===== src/rtl/seq_detector_param.sv =====
// seq_detector_param: Mealy detector for a runtime-loadable PAT_W-bit serial pattern, state on the falling edge.
// Optional saturating match counter is built only when SEQ_DET_COUNT_EN is defined.
module seq_detector_param #(
  parameter int               PAT_W   = 3,
  parameter logic [PAT_W-1:0] RST_PAT = PAT_W'(3'b101),
  parameter int               CNT_W   = 8
) (
  input  logic             clk,
  input  logic             rst,
  input  logic             en,
  input  logic             d,
  input  logic             ovl,
  input  logic [PAT_W-1:0] pat,
  input  logic             pat_load,
  output logic             z,
  output logic [CNT_W-1:0] cnt
);

  localparam int               FILL_W   = $clog2(PAT_W);
  localparam logic [FILL_W-1:0] FILL_MAX = FILL_W'(PAT_W - 1);

  logic [PAT_W-2:0]  sr;
  logic [FILL_W-1:0] fill;
  logic [PAT_W-1:0]  preg;
  logic [PAT_W-1:0]  cand;

  // en qualifies d: a bit is consumed on the falling edge only when en=1 and
  // pat_load=0. There is no backpressure; the detector accepts every qualified bit.
  assign cand = {sr, d};
  assign z    = en & ~pat_load & (fill == FILL_MAX) & (cand == preg);

  always_ff @(negedge clk or negedge rst) begin
    if (!rst) begin
      sr   <= '0;
      fill <= '0;
      preg <= RST_PAT;
    end else if (pat_load) begin
      preg <= pat;
      sr   <= '0;
      fill <= '0;
    end else if (en) begin
      if (z && !ovl) begin
        // Non-overlapping: the next match must be built from PAT_W fresh bits.
        sr   <= '0;
        fill <= '0;
      end else begin
        sr <= cand[PAT_W-2:0];
        if (fill != FILL_MAX) begin
          fill <= fill + FILL_W'(1);
        end
      end
    end
  end

`ifdef SEQ_DET_COUNT_EN
  logic [CNT_W-1:0] cnt_q;

  always_ff @(negedge clk or negedge rst) begin
    if (!rst) begin
      cnt_q <= '0;
    end else if (z && (cnt_q != {CNT_W{1'b1}})) begin
      cnt_q <= cnt_q + CNT_W'(1);
    end
  end

  assign cnt = cnt_q;
`else
  assign cnt = '0;
`endif

endmodule

===== config.mk =====
export PLATFORM = sky130hd
export DESIGN_NAME = seq_detector_param
export DESIGN_NICKNAME = d
export VERILOG_FILES = /design/src/rtl/seq_detector_param.sv
export SDC_FILE = /design/constraint.sdc
export NUM_CORES = 1
export LEC_CHECK = 0
export ABC_CLOCK_PERIOD_IN_PS = 3400
export BUFFER_PORTS_ARGS = -buffer_cell sky130_fd_sc_hd__buf_2
export CAP_MARGIN = 20
export CORE_AREA = 5 5 42 44
export DETAILED_ROUTE_END_ITERATION = 16
export DIE_AREA = 0 0 47 49
export PLACE_DENSITY = 0.7
export SLEW_MARGIN = 5
export SYNTH_ARGS = -nofsm -noshare
export SYNTH_HDL_FRONTEND = slang
export SYNTH_SLANG_ARGS = --single-unit
export TNS_END_PERCENT = 5

===== constraint.sdc =====
create_clock -name clk -period 3.4 [get_ports clk]
set_clock_uncertainty 0.05 [all_clocks]
set_input_delay 1.02 -clock clk [delete_from_list [all_inputs] [get_ports clk]]
set_output_delay 1.02 -clock clk [all_outputs]
set_load 0.05 [all_outputs]

## Word-level counts from Yosys, hierarchy flattened

Cells that the tools add are included.

| storage, ports and cells | value |
|---|---|
| flip-flop bits (word level) | 7 |
| input bits | 9 |
| output and inout port bits | 9 |
| logic and storage cells | 23 |

| operators by class | value |
|---|---|
| $add $sub $neg | 1 |
| equal/unequal tests | 3 |
| mux-type cells | 7 |
| bitwise logic cells | 4 |
| reductions and logical operators | 5 |

Operators with widths:

| cell | count |
|---|---|
| $mux 2 | 7 |
| $and 1x1->1 | 3 |
| $eq 3x3->1 | 1 |
| $reduce_bool 3->1 | 1 |
| $add 2x1->2 const B | 1 |
| $eq 2x2->1 const B | 1 |
| $ne 2x2->1 const B | 1 |
| $reduce_and 2->1 | 1 |
| $reduce_bool 2->1 | 1 |
| $logic_and 1x1->1 | 1 |
| $logic_not 1->1 | 1 |
| $not 1->1 | 1 |

## Logic depth before layout (Yosys ltp)

Gate-level depths: netlist (run 1).

| depth | value |
|---|---|
| word-level depth | 8 |
| depth in mapped cells | 6 |
| mapped depth without buffers | 6 |

==> run metrics, run 1 <==
row cnt 14; vias ~370; TritonCTS Buffers 3; fill cell count about 140; post-route insts no fill 85; Routed Antenna Nets 0; cell count after placement 78; commonest non-fill, non-tap cell in the layout buf_4; IO Count 18; leakage power about 0.29 nW; gr ovfl total 0; Clock Sinks 7; Worst Path Arrival between 3 and 4 ns; Final Setup Violations 5; die area about 2300 µm²; area of the core between 1000 and 1500 µm²; GR Util All Layers slightly below 9%; Final Instance Area just over 600 µm²; Hold Crit Start preg[1]; 1st-pass router iterations 4; Clock Tree Buf Depth 2; Final Hold Viols 0; most frequent cells in the layout buf_4, conb_1, buf_2, inv_1, dfrtn_1; DP Worst Slack -0.542 ns; pin count of the biggest net entering global routing 12; FF+latch count, synth 7; CP max FO 2; CTS root buffer clkbuf_4; GP Congestion roughly 0.73; register area share after synthesis about two fifths; sw frac about a third; RSZ-0062 raised after global routing yes; Reg2Reg Depth 7; Psw 0.0823 mW; Cell Int Power 0.167 mW; Setup CP Type reg -> out; CP Data Required Time 2.33 ns; global-route wire length before repair ~1400 µm; drt drc 0; clk_lat worst skew 0.31 ns; drt wl/cell ~10 µm; r2r startpoint preg[2]; Clock power frac between 30% and 40%; H-tree levels 1; setup ws final -0.771 ns; startpoint types flop; synth warn 0; status finished, violations left; Yosys top cell by area dfrtn_1; number of global-route vias before repair approximately 370; initial antenna violation count 0; Placed Area roughly 550 µm²; Cell Pwr Density 406 nW/µm²; top-area cell type share of the netlist area between 20% and 30%; worst min path class reg -> reg; total power roughly 0.25 mW; Max Cap Viol 0; critical path endpoint category primary output; reg2reg end fill[0]; post-synthesis instance area ~450 µm²; Max IR drop VDD roughly 210 µV; CTS tree done; nets 80; final WL about 880 µm; Final Max Tran Viols 0; hpwl dp between 600 and 700 µm; Synth-to-Final Area Change 35.4%; via density per instance approximately 4.3; clk slew on worst S/H paths 0.04 ns; sequential power share approximately 39%; Comb power frac 28.2%; hold path cells 1; Synth Area per Inst about 9.6 µm²; 1st-iter DRT viols 6; post-synthesis cell count 47; Chip Width roughly 47 µm; Synth area leaders dfrtn_1, buf_4, dfstp_2; Die H about 49 µm; layout cell share with drive strength beyond 1 around 45%; Worst Hold Path EP preg[1]; Ant. Diodes 0; Worst R2R Setup Slack roughly 1.6 ns; failing checks negative setup slack; Synth cell types 19; Initial Utilization roughly a third; PortBufs 9
## area by class of cell
type	instances	area, µm²	share of cell area (%)
clock buffers	3	22.5	3.67
clock inverters	3	11.3	1.84
inverters	3	11.3	1.84
multi-input cells	33	233	38.0
flip-flops and latches	7	178	29.0
well taps	16	20.0	3.27
repair buffers	20	138	22.4
## state kept, by name, summed over array words and instances (netlist names)
signal  flops
preg        3
fill        2
sr          2
## cells in the mapped netlist
cell type,n
buf_4,8
xnor2_1,3
nor2_1,3
dfrtn_1,5
a21o_1,1
inv_1,4
mux2_2,3
nand4b_1,1
ha_1,1
buf_2,2
nor3b_1,1
o31ai_1,1
a21oi_1,1
nor3_2,1
dfstp_2,2
conb_1,1
o32ai_1,3
nand3b_1,2
nand2_1,4
## worst max path at each step
stage,from,to,slack (ns),depth (start not counted)
after floorplan,fill[1],z,-0.48,3
after global placement,pat_load,sr[0],-0.52,5
after detailed placement,preg[2],z,-0.54,4
after CTS,preg[2],z,-0.79,4
after global routing,preg[2],z,-0.84,4
final,preg[2],z,-0.77,4
## worst max-delay path: stages (launching register included)
cell and delay (ns):
dfstp_2 0.52, xnor2_1 0.11, nand4b_1 0.18, nor2_4 0.12, buf_6 0.16
## timing repair
item                       4_1_cts  5_1_grt
gates cloned                     0        0
pin swaps                        3        1
resized for setup                4        0
setup endpoints to repair        5        5
setup buffers                    1        1
hold buffers                     0        0
## cells by family after synthesis
| family | count (synthesis) | synth area share (%) |
|---|---|---|
| AO/OA/AOI/OAI | 6 | 10.2 |
| XOR/XNOR | 3 | 5.80 |
| adder cells (fa/ha/maj) | 1 | 2.76 |
| buffers and inverters | 14 | 18.8 |
| flip-flops | 7 | 39.2 |
| multiplexers | 3 | 7.46 |
| other | 1 | 0.828 |
| AND/OR/NAND/NOR | 12 | 14.9 |
## routing by layer
metal	up-vias	share of wire (%)	wire length (µm)	GRT usage, %
li1	187	-	-	-
met1	166	44	386	10.6
met2	16	48	424	12.9
met3	0	8.3	73	3.32
met4	0	0	0	5.53
met5	-	0	0	0
## power by group through the flow
| stage | Combinational [mW] | Clock [mW] | Sequential, mW |
|---|---|---|---|
| floorplan | 0.0523 | 0.00552 | 0.0987 |
| global placement | 0.0667 | 0.00552 | 0.0985 |
| detailed placement | 0.0677 | 0.00552 | 0.0991 |
| CTS | 0.0699 | 0.0840 | 0.0981 |
| global route | 0.0769 | 0.0945 | 0.0987 |
| finish | 0.0702 | 0.0808 | 0.0980 |
## through the flow
stage	setup TNS, ns	hold slack (ns)	utilization, %
floorplan	-1.47	0.387	-
global placement	-2.74	0.424	39.4
detailed placement	-2.86	0.445	39.4
CTS	-1.66	0.445	43.2
global route	-2.37	0.459	43.8
finish	-2.09	0.447	43.8
Power figures use the tool's default switching activity.
==> run 2, diff against run 1 <==
Settings changed: ABC_CLOCK_PERIOD_IN_PS 3400 to 3700, PLACE_DENSITY 0.7 to 0.73.
Clock period 3.4 ns to 3.7 ns, I/O delays scaled along.
==> run 2 against run 1 <==
Effect of this change: the run still ends with negative setup slack left; non-clock buffer count down 1; global-route usage rose by 1.1 points; final cell count shrank 1.2%; register-to-register slack improved by 0.37 ns; sequential share of layout area increased by 0.54 points; setup slack improved by 0.048 ns; core utilization down 0.80 points; final area shrank 1.8%; first-iteration DRC count is 83% higher; die area unchanged; wire length is 13% higher; critical endpoint unchanged; via count is 2.4% higher; largest cell class unchanged.
==> run metrics, run 2 (same netlist as run 1, synthesis figures left out) <==
status finished, violations left; failing checks negative setup slack; setup ws final -0.723 ns; startpoint types flop; Ant. Diodes 0; Worst Path Arrival approximately 3.3 ns; commonest non-fill, non-tap cell in the layout buf_4; layout cell share with drive strength beyond 1 between 40% and 50%; Setup CP Type reg -> out; CTS tree done; die area around 2300 µm²; total power around 0.24 mW; 1st-pass router iterations 4; Final Hold Viols 0; PortBufs 9; Final Instance Area roughly 600 µm²; critical path endpoint category primary output; Final Max Tran Viols 0; via density per instance ~4.5; area of the core 1400 µm²; global-route wire length before repair between 1500 and 2000 µm; pin count of the biggest net entering global routing 12; vias ~380; drt drc 0; CP max FO 2; leakage power roughly 0.28 nW; Synth-to-Final Area Change 32.9%; hold buffer count at cts 0; RSZ-0062 raised after global routing yes; 1st-iter DRT viols 11; Final Setup Violations 5; H-tree levels 1; nets 79; Die H between 40 and 50 µm; CTS root buffer clkbuf_4; Chip Width between 40 and 50 µm; Clock Tree Buf Depth 2; clk_lat worst skew approximately 0.33 ns; Initial Utilization around a third; fill cell count between 100 and 150; Max IR drop VDD 303 µV; clk slew on worst S/H paths 0.05 ns; Reg with most FFs preg; worst min path class reg -> reg; initial antenna violation count 0; row cnt 14; CP Data Required Time 2.54 ns; GP Congestion around 0.72; final WL 1000 µm; Cell Pwr Density 397 nW/µm²; Clock Sinks 7; Largest regs preg: 3 flops, fill: 2 flops, sr: 2 flops; TritonCTS Buffers 3; drt wl/cell 11.9 µm; hpwl dp between 700 and 800 µm; Routed Antenna Nets 0; IO Count 18; Max Cap Viol 0; worst hold slack between 0.4 and 0.5 ns; max FFs per register 3; Placed Area ~550 µm²; number of global-route vias before repair approximately 350; GR Util All Layers roughly a tenth; gr ovfl total 0; most frequent cells in the layout buf_4, conb_1, buf_2, inv_1, dfrtn_1
[run 2: cell types whose count changed in the layout (fill, tap and decap cells not counted), sizes merged]
cell	previous run	this run
buf	20	19
clkbuf	3	4
clkinv	1	0
[run 2: metrics by stage]
step / cells / setup TNS (ns) / utilization (%) / setup slack (ns)
after floorplan: 54 / -1.17 / - / -0.416
after global placement: 78 / -2.31 / 39.4 / -0.464
after detailed placement: 78 / -2.37 / 39.4 / -0.475
after CTS: 84 / -1.40 / 42.9 / -0.736
after global routing: 84 / -1.74 / 42.9 / -0.778
final: 84 / -1.41 / 42.9 / -0.723
[run 2: what timing repair did]
item	4_1_cts	5_1_grt
pin swaps	2	1
setup endpoints to repair	5	5
cloned	0	0
buffers inserted	1	0
gates resized for setup	3	0
[run 2: area by class of cell]
type / count / area (µm²) / area share, %
clock buffer: 4 / 26.3 / 4.37
timing repair buffer: 19 / 126 / 21.0
inverter: 3 / 11.3 / 1.87
tap: 16 / 20.0 / 3.33
sequential: 7 / 178 / 29.5
clock inverter: 2 / 7.51 / 1.25
multi-input combinational: 33 / 233 / 38.7
[run 2: per-layer routing]
metal / part of all wire (%) / global-route usage [%]
met4: 1.3 / 6.91
met5: 0 / 0
met2: 50 / 14.0
met3: 7.6 / 3.69
met1: 40 / 11.9
[run 2: report_power, final]
group	switching (mW)	total, mW	internal, mW
logic	0.0387	0.0645	0.0258
registers	0.00450	0.0902	0.0857
clock network	0.0397	0.0841	0.0444
total	0.0828	0.239	0.156
[run 2: final timing paths]
| path | start | endpoint | slack, ns | depth (start not counted) |
|---|---|---|---|---|
| worst max register to register | preg[2] | sr[0] | 1.97 | 6 |
| worst min register to register | preg[1] | preg[1] | 0.48 | 1 |
| min in group asynchronous | rst | fill[1] | 2.35 | 1 |
| worst max-delay path | preg[2] | z | -0.72 | 4 |
| max in group asynchronous | rst | preg[0] | 0.94 | 1 |
| worst min-delay path | preg[1] | preg[1] | 0.48 | 1 |
[run 2: critical path, cell delays in order (launching register included)]
cell	delay (ns)
dfstp_2	0.53
xnor2_1	0.11
nand4b_1	0.17
nor2_4	0.12
buf_6	0.16
==> run 3, diff against run 2 <==
Settings changed: SKIP_LAST_GASP set to 1.
==> run 3 against run 2 <==
Effect of this change: the flow still finishes with violations (negative setup slack); core utilization shrank 0.45 points; power shrank 0.44%; non-clock buffer count stayed put; final area fell by 1.0%; die area did not move; critical path depth stayed put; global-route usage is 0.14 points lower; sequential power is essentially flat; setup slack lost 0.0017 ns; worst hold slack improved by 0.0024 ns; count of clock-buffer cells in the layout did not move; largest cell class unchanged; largest power group unchanged.
==> run metrics, run 3 (same netlist as run 1, synthesis figures left out) <==
failing checks negative setup slack; post-route insts no fill 84; critical path endpoint category primary output; largest stage delay on the critical path between 0.5 and 0.6 ns; TritonCTS Buffers 3; vias 383; PortBufs 9; startpoint types flop; status finished, violations left; cell count after placement ~80; Initial Utilization around a third; 1st-iter DRT viols 6; Worst R2R Setup Slack about 1.8 ns; hold path cells 1; Placed Area ~550 µm²; Final Setup Violations 5; final setup TNS -1.97 ns; Cell Pwr Density ~400 nW/µm²; Worst Path Arrival approximately 3.3 ns; Max IR drop VDD about 300 µV; Final Util between 40% and 50%; max FFs per register 3; clk_lat worst skew roughly 0.33 ns; Reg with most FFs preg; Hold Crit Start preg[1]; Ant. Diodes 0; Synth-to-Final Area Change 31.5%; final WL just over 1000 µm; clk slew on worst S/H paths around 0.050 ns; Clock Sinks 7; gr ovfl total 0; area of the core 1400 µm²; Max Cap Viol 0; Final Hold Viols 0; row cnt 14; CP Data Required Time about 2.5 ns; worst hold slack 0.487 ns; Clock Tree Buf Depth 2; CTS root buffer clkbuf_4; drt drc 0; Routed Antenna Nets 0; crit path max-delay cell type dfstp_2; reg2reg end sr[0]; Final Instance Area approximately 600 µm²; IO Count 18; hpwl dp approximately 700 µm; initial antenna violation count 0; crit path cell chain xnor2_1 -> nand4b_1 -> nor2_4 -> buf_6; Chip Width ~47 µm; number of global-route vias before repair approximately 350; hold buffer count at cts 0; most frequent cells in the layout buf_4, conb_1, buf_2, inv_1, dfrtn_1; r2r startpoint preg[2]; Reg2Reg Depth 6; Largest regs preg: 3 flops, fill: 2 flops, sr: 2 flops; die area about 2300 µm²; global-route wire length before repair 1530 µm; Final Max Tran Viols 0; drt wl/cell around 12 µm; layout cell share with drive strength beyond 1 ~44%; via density per instance 4.56; leakage power approximately 0.28 nW; RSZ-0062 raised after global routing yes; CTS tree done; Worst Hold Path EP preg[1]; pin count of the biggest net entering global routing 12; worst min path class reg -> reg; Die H a little under 50 µm; nets ~80; commonest non-fill, non-tap cell in the layout buf_4; CP max FO 2; H-tree levels 1; 1st-pass router iterations 4; Setup CP Type reg -> out; setup ws final -0.725 ns; GR Util All Layers between 9 and 10%; GP Congestion slightly above 0.7
-- run 3: per-layer routing --
metal	track usage (%)	part of all wire [%]
met1	11.2	40
met3	3.69	8.3
met5	0	0
met4	6.91	1.3
met2	14.3	50
-- run 3: cell type report --
class	count	area [µm²]
Clock buffer	4	26.3
Inverter	3	11.3
Sequential cell	7	178
Clock inverter	2	7.51
Fill cell	150	806
Multi-Input combinational cell	33	226
Tap cell	16	20.0
Timing Repair Buffer	19	126
-- run 3: worst max-delay path by stage --
stage,end,from
final,z,preg[2]
after global routing,z,preg[2]
after CTS,z,preg[2]
after detailed placement,z,preg[2]
after global placement,sr[0],pat_load
after floorplan,z,fill[1]
-- run 3: worst max-delay path, delay by kind of cell, from the launching register on --
family / cells / cell delay [ns]
flip-flops: 1 / 0.53
AND/OR/NAND/NOR: 2 / 0.29
buffers and inverters: 1 / 0.16
XOR/XNOR: 1 / 0.11
-- run 3: through the flow --
step	setup WS [ns]	total power, mW
floorplan	-0.416	0.144
global placement	-0.464	0.157
detailed placement	-0.475	0.159
CTS	-0.736	0.240
global route	-0.778	0.253
finish	-0.725	0.238
-- run 3: where the power goes --
part | total, mW | internal (mW) | leakage, nW | switching [mW]
Sequential | 0.0902 | 0.0857 | 0.0864 | 0.00453
Clock | 0.0840 | 0.0444 | 0.0256 | 0.0396
Combinational | 0.0634 | 0.0257 | 0.165 | 0.0378
-- run 3: what timing repair did --
item                                    4_1_cts  5_1_grt
pin swaps                                     1        1
buffers inserted                              1        0
endpoints found under the setup margin        5        5
resized for setup                             2        0
